[src/rtl/popcnt_accum_ctrl.sv]
// Job sequencer around a registered popcount stage: streams len words, sums their set bits, returns the total.
// Optional build macro POPCNT_MASK_EN adds in_mask so only bits set in (in_data & in_mask) are counted.
module popcnt_accum_ctrl #(
    parameter int DATA_WIDTH = 64,
    parameter int CNT_WIDTH  = 7,
    parameter int LEN_WIDTH  = 16,
    parameter int ACC_WIDTH  = 24
) (
    input  logic                  clk,
    input  logic                  rst_n,
    input  logic                  start,
    input  logic [LEN_WIDTH-1:0]  len,
    output logic                  busy,
    input  logic                  in_valid,
    output logic                  in_ready,
    input  logic [DATA_WIDTH-1:0] in_data,
`ifdef POPCNT_MASK_EN
    input  logic [DATA_WIDTH-1:0] in_mask,
`endif
    output logic                  out_valid,
    input  logic                  out_ready,
    output logic [ACC_WIDTH-1:0]  out_sum
);

    typedef enum logic [1:0] {
        S_IDLE  = 2'd0,
        S_RUN   = 2'd1,
        S_DRAIN = 2'd2,
        S_DONE  = 2'd3
    } state_t;

    state_t                r_state;
    logic                  r_busy;
    logic                  r_inReady;
    logic                  r_outValid;
    logic [ACC_WIDTH-1:0]  r_outSum;
    logic [ACC_WIDTH-1:0]  r_acc;
    logic [LEN_WIDTH-1:0]  r_remaining;
    logic [CNT_WIDTH-1:0]  r_stage;
    logic                  r_stageValid;

    logic [DATA_WIDTH-1:0] w_word;
    logic [CNT_WIDTH-1:0]  w_count;
    logic [ACC_WIDTH-1:0]  w_accNext;
    logic                  w_accept;

    function automatic logic [CNT_WIDTH-1:0] popcount(input logic [DATA_WIDTH-1:0] d);
        logic [CNT_WIDTH-1:0] c;
        c = '0;
        for (int i = 0; i < DATA_WIDTH; i++) begin
            c = c + CNT_WIDTH'(d[i]);
        end
        return c;
    endfunction

`ifdef POPCNT_MASK_EN
    assign w_word = in_data & in_mask;
`else
    assign w_word = in_data;
`endif

    assign w_count   = popcount(w_word);
    assign w_accept  = in_valid & r_inReady;
    // The stage register lags the handshake by one cycle, so the add happens one cycle after acceptance.
    assign w_accNext = r_stageValid ? (r_acc + {{(ACC_WIDTH-CNT_WIDTH){1'b0}}, r_stage}) : r_acc;

    assign busy      = r_busy;
    assign in_ready  = r_inReady;
    assign out_valid = r_outValid;
    assign out_sum   = r_outSum;

    always_ff @(posedge clk or negedge rst_n) begin
        if (!rst_n) begin
            r_state      <= S_IDLE;
            r_busy       <= 1'b0;
            r_inReady    <= 1'b0;
            r_outValid   <= 1'b0;
            r_outSum     <= '0;
            r_acc        <= '0;
            r_remaining  <= '0;
            r_stage      <= '0;
            r_stageValid <= 1'b0;
        end else begin
            r_acc        <= w_accNext;
            r_stageValid <= 1'b0;
            unique case (r_state)
                S_IDLE: begin
                    if (start) begin
                        r_acc  <= '0;
                        r_busy <= 1'b1;
                        if (len != '0) begin
                            r_remaining <= len;
                            r_inReady   <= 1'b1;
                            r_state     <= S_RUN;
                        end else begin
                            r_outSum   <= '0;
                            r_outValid <= 1'b1;
                            r_state    <= S_DONE;
                        end
                    end
                end
                S_RUN: begin
                    if (w_accept) begin
                        r_stage      <= w_count;
                        r_stageValid <= 1'b1;
                        r_remaining  <= r_remaining - LEN_WIDTH'(1);
                        if (r_remaining == LEN_WIDTH'(1)) begin
                            r_inReady <= 1'b0;
                            r_state   <= S_DRAIN;
                        end
                    end
                end
                S_DRAIN: begin
                    r_outSum   <= w_accNext;
                    r_outValid <= 1'b1;
                    r_state    <= S_DONE;
                end
                S_DONE: begin
                    if (out_ready) begin
                        r_outValid <= 1'b0;
                        r_busy     <= 1'b0;
                        r_state    <= S_IDLE;
                    end
                end
                default: r_state <= S_IDLE;
            endcase
        end
    end

endmodule
[config.mk]
export PLATFORM = sky130hd
export DESIGN_NAME = popcnt_accum_ctrl
export DESIGN_NICKNAME = d
export VERILOG_FILES = /design/src/rtl/popcnt_accum_ctrl.sv
export SDC_FILE = /design/constraint.sdc
export NUM_CORES = 1
export LEC_CHECK = 0
export BUFFER_PORTS_ARGS = -buffer_cell sky130_fd_sc_hd__buf_2
export CORE_ASPECT_RATIO = 2
export CORE_UTILIZATION = 50
export DETAILED_ROUTE_END_ITERATION = 12
export HOLD_SLACK_MARGIN = 0.08
export PLACE_DENSITY = 0.8
export SETUP_SLACK_MARGIN = 0.2
export SYNTH_ARGS = -nofsm -noshare
export SYNTH_HDL_FRONTEND = slang
export SYNTH_SLANG_ARGS = --single-unit
[constraint.sdc]
create_clock -name clk -period 1.95 [get_ports clk]
set_input_delay 0.195 -clock clk [delete_from_list [all_inputs] [get_ports clk]]
set_output_delay 0.195 -clock clk [all_outputs]
set_load 0.005 [all_outputs]
== After elaboration in Yosys (flattened, before gate mapping) ==
Index checks and enable logic that the tools add are counted.
Word-level totals
  bits in registers: 77
  bits in latches: 0
  memory bits (writable): 0
  bits in read-only memories: 0
  bits of input ports: 85
  output and inout port bits: 27
  logic and storage cells: 127
  memories: 0
Operators by class
  $add $sub $neg: 65
  $mul: 0
  div/mod/pow operators: 0
  magnitude comparators: 0
  equality and inequality tests: 10
  shift-type cells: 0
  muxes and demuxes: 29
  bitwise logic cells: 1
  reductions and logical operators: 13
Operator list (count)
  7-bit by 1-bit adder with 7-bit output: 57
  24-bit two-way mux: 5
  16-bit two-way mux: 3
  24-bit case mux with 2 select lines: 1
  16-bit case mux with 2 select lines: 1
  24-bit by 7-bit adder with 24-bit output: 1
  16-bit by 1-bit == test with 1-bit output (second input constant): 1
  16-bit nonzero test: 1
  16-bit by 1-bit subtractor with 16-bit output (second input constant): 1
  2-bit != test (second input constant): 6
  4-bit AND reduction: 3
  1-bit two-way mux: 10
  2-bit two-way mux: 5
  2-bit case mux with 4 select lines: 1
  6-bit by 1-bit adder with 7-bit output: 1
  5-bit by 1-bit adder with 6-bit output: 1
  3-bit AND reduction: 2
  2-bit nonzero test: 3
  4-bit by 1-bit adder with 5-bit output: 1
  5-bit AND reduction: 1
  3-bit by 1-bit adder with 4-bit output: 1
  2-bit == test (second input constant): 2
  1-bit case mux with 2 select lines: 2
  2-bit by 1-bit adder with 3-bit output: 1
  other kinds (7): 7

== Logic depth before layout (Yosys ltp) ==
  word-level depth: 63
  gate-level depth with buffers: 20
  gate-level depth less buffers: 20

== Worst setup path before layout ==
Ideal clock, no wire load.
  path kind: input -> register
  start point: input in_data[35]
  end point: register r_stage[5]
  library setup time: 124 ps
  arrival time: 5542 ps
  required time: 1826 ps
  path slack: -3716 ps
  cell stages on the path: 20
  buffers on the path: 0
  cell sequence: inv_1 -> fa_1 -> inv_1 -> fa_1 -> fa_1 -> inv_1 -> fa_1 -> inv_1 -> fa_1 -> fa_1 -> fa_1 -> inv_1 -> fa_1 -> inv_1 -> ha_1 -> a21o_1 -> a21o_1 -> a21oi_1 -> nor4b_1 -> a211o_1
Between the ends
  cells in the longest elaborated chain, start to end: 29
RTL lines
  start, declared: line 16  | input logic [DATA_WIDTH-1:0] in_data,
  7-bit by 1-bit adder with 7-bit output (29 in a row): line 51  | c = c + CNT_WIDTH'(d[i]);
  end signal, assigned: line 104  | r_stage <= w_count;
  end, declared: line 39  | logic [CNT_WIDTH-1:0] r_stage;
Every way passes these cells.
A chain may end at the register's enable or synchronous reset.

== Worst setup path after layout ==
Same ends and word-level chain as after synthesis.

==> reports/results.txt <==
Status: finished with violations
Failing checks: negative setup slack
Register area share after synthesis: 32.59%
Yosys top cell by area: sky130_fd_sc_hd__dfrtp_1
Count of input and output buffers: 111
Die span in y: 155.8 um
Kind of path behind the tightest hold check: in2reg
Required time of the critical path: 2170 ps
Clk sinks: 77
Count of different cell masters after synthesis: 59
Final std cell area, no fill: 8906 um^2
RSZ-0062 raised after global routing: yes
Synthesized instance count: 627
Reported max-cap violation count: 0
Mean Syn Cell Area: 9.431 um^2
Count of yosys warnings during synthesis: 0
Aggregate routed wire length: 18970 um
Crit-path max FO: 2
Routability cong.: 0.9243
Highest-count cells in the layout ignoring fill and taps: 107 x sky130_fd_sc_hd__buf_2, 106 x sky130_fd_sc_hd__inv_1, 76 x sky130_fd_sc_hd__dfrtp_1
H-tree lvl count: 3
Main combinational cell family by area after synthesis: adder cells
Maximum clock insertion buffer count: 2
Layout area overhead: 50.61%
Net count reported at finish: 1008
Clk Tree Root Cell: sky130_fd_sc_hd__clkbuf_16
Number of antenna-violating nets in the routed design: 0
Number of flops mapped to enable cells by yosys: 0
Overall global routing resource usage: 27.91%
Final Hold Fails: 0
Worst slew margin: 52.41%
TritonRoute pass-1 iters: 5
Post-DP HPWL: 12050 um
Setup violators final: 48
Critical Path AT: 5490 ps
Period utilization: 270.1%
Antenna Diode Count: 0
Area of the die: 12290 um^2
Number of antenna violations at the first check in global routing: 0
Routed wire per std cell: 19.24 um
CTS buffer count: 9
Type of destination of the critical path: register
Number of cells on the worst reg-to-reg path: 8
Destination of the worst register-to-register timing path: out_sum[18]$_DFFE_PN0P_
Top cell type's share of synthesized area: 32.59%
Multiplexer share of the synthesized area: 1.693%
Transition time at the pin with the least slew margin: 711.8 ps
Count of pins on the block boundary: 112
Start of the worst register-to-register path: r_acc[0]$_DFF_PN0_
Max-slew violation count: 0
Initial cell density of the core: 51.76%
Highest attainable clock frequency: 189.8 MHz
DR vias/cell: 5.802
Area contributors post-synth: sky130_fd_sc_hd__dfrtp_1 33%, sky130_fd_sc_hd__fa_1 19%, sky130_fd_sc_hd__inv_1 7.4%
Number of cells traversed by the worst hold path: 3
Kind of start point of the critical path: input port
Remaining Overflow, GRT: 0
Area of the core: 11420 um^2
Synthesized-area fraction occupied by ao, oa, aoi and oai cells: 16.34%
Dominant synthesized flop cell: sky130_fd_sc_hd__dfrtp_1
Clk_skew: 6.224 ps
Cell area after synthesis: 5913 um^2
Critical path class: in2reg
Maximum number of pins on one net before global-route repair: 78
Origin of the worst min-delay path: len[11]
Number of placement rows: 55
Remaining DRCs: 0
Die boundary width: 78.90 um
Reg clk slew, reported paths: 60 ps
Minimum clock period after layout: 5268 ps
Final critical-path setup slack: -3318 ps
Fraction of layout instances using a drive strength above 1: 43.25%
Most common cell after layout, fill and taps aside: sky130_fd_sc_hd__buf_2
Latest clock arrival within the worst-skew pair: 340 ps
Post-Synthesis Net Count: 796
Worst Hold Endpoint: r_remaining[11]$_DFFE_PN0P_
Flop2flop setup slack: -250 ps
Vias after detailed routing: 5721
1st-iter DRT viols: 306
Filler cell count: 706
Simple-gate area share of the yosys netlist: 12.25%
Flip-flop and latch count after synthesis: 77
Adder and majority cell fraction of the synthesized area: 24.76%
TritonCTS clock tree: yes
Vias in the first global route: 5921
Fraction of registers with async set or reset after synthesis: 100.0%
Xor and xnor fraction of the mapped netlist area: 3.407%
Global-route wire length before repair: 26550 um
Post-placement cell area: 7462 um^2
sequential cells by signal, summed over array words and instances, names as in the netlist:
signal	flops
in_ready	1
r_acc	24
out_sum	24
r_stage	7
out_valid	1
r_stageValid	1
r_state	2
r_remaining	16
busy	1
metrics by stage:
stage | setup slack, ps | utilization (%) | hold WS [ps] | instances | TNS, ps
2_1_floorplan | -3434 | - | -100.6 | 627 | -23620
3_3_place_gp | -3645 | 65.32 | 257.7 | 930 | -27120
3_5_place_dp | -3723 | 65.32 | 264.0 | 930 | -29330
4_1_cts | -3331 | 72.61 | 148.0 | 966 | -24610
5_1_grt | -3504 | 77.96 | 169.0 | 986 | -31440
6_report | -3318 | 77.96 | 165.1 | 986 | -27760
critical path, stage by stage:
cell                      delay, ps
sky130_fd_sc_hd__buf_4          110
sky130_fd_sc_hd__inv_8           30
sky130_fd_sc_hd__fa_1           540
sky130_fd_sc_hd__inv_2           40
sky130_fd_sc_hd__fa_2           560
sky130_fd_sc_hd__inv_2           30
sky130_fd_sc_hd__fa_1           450
sky130_fd_sc_hd__fa_1           510
sky130_fd_sc_hd__fa_1           430
sky130_fd_sc_hd__fa_1           530
sky130_fd_sc_hd__fa_1           420
sky130_fd_sc_hd__fa_1           510
sky130_fd_sc_hd__inv_2           50
sky130_fd_sc_hd__ha_4           150
sky130_fd_sc_hd__buf_4          130
sky130_fd_sc_hd__a21o_1         170
sky130_fd_sc_hd__a21o_1         180
sky130_fd_sc_hd__a21oi_2        140
sky130_fd_sc_hd__nor4b_1         70
sky130_fd_sc_hd__a211o_1        230
cell type report:
| type | count | area [um^2] | area share (%) |
|---|---|---|---|
| well taps | 142 | 177.7 | 1.995 |
| clock inverters | 7 | 97.59 | 1.096 |
| inverters | 119 | 459.2 | 5.156 |
| clock buffers | 9 | 225.2 | 2.529 |
| multi-input cells | 413 | 4403 | 49.44 |
| repair buffers | 219 | 1615 | 18.14 |
| flip-flops and latches | 77 | 1928 | 21.65 |
routing by layer:
metal  vias to the layer above  track usage [%]  routed length (um)
met5                         -                0                   0
met4                         0            16.45                1137
met3                        87            3.918                 771
met2                       261            55.07               11040
met1                      2851            26.01                6016
li1                       2522                -                   -
synthesized netlist by cell type, drive strengths merged (9+ instances only):
library cell,count
ha,29
a21oi,33
nand3,17
nor2,38
clkbuf,18
a211oi,9
a21o,9
fa,55
mux2i,10
o21ai,45
nand2,51
inv,117
o22ai,10
xnor2,22
dfrtp,77
repair_timing:
item / 4_1_cts / 5_1_grt
hold buffers: 1 / 0
gates resized for setup: 74 / 78
hold endpoints to repair: 77 / 0
setup buffers: 17 / 17
pin swaps: 75 / 39
setup endpoints to repair: 65 / 71
gates cloned: 2 / 3
how the worst max path moves through the flow:
| stage | start | depth (start not counted) | end | slack (ps) |
|---|---|---|---|---|
| floorplan | in_data[35] | 19 | r_stage[6]$_DFFE_PN0P_ | -3430 |
| global placement | in_data[35] | 20 | r_stage[6]$_DFFE_PN0P_ | -3640 |
| detailed placement | in_data[35] | 21 | r_stage[5]$_DFFE_PN0P_ | -3720 |
| CTS | in_data[21] | 19 | r_stage[4]$_DFFE_PN0P_ | -3330 |
| global route | in_data[21] | 20 | r_stage[6]$_DFFE_PN0P_ | -3500 |
| finish | in_data[35] | 20 | r_stage[5]$_DFFE_PN0P_ | -3320 |
cell families (layout without fill, tap and decap cells):
logic type / count (synthesis) / after routing
xor gates and xnor gates: 23 / 23
adders and majority gates: 84 / 84
AOI/OAI and AO/OA: 146 / 147
and+or+nand+nor: 148 / 149
DFF: 77 / 77
muxes: 10 / 10
buffers and inverters: 139 / 354
Power is left out: the tool's default activity adds up to more than one toggle a clock period on the data nets, which glitch-free logic cannot reach.
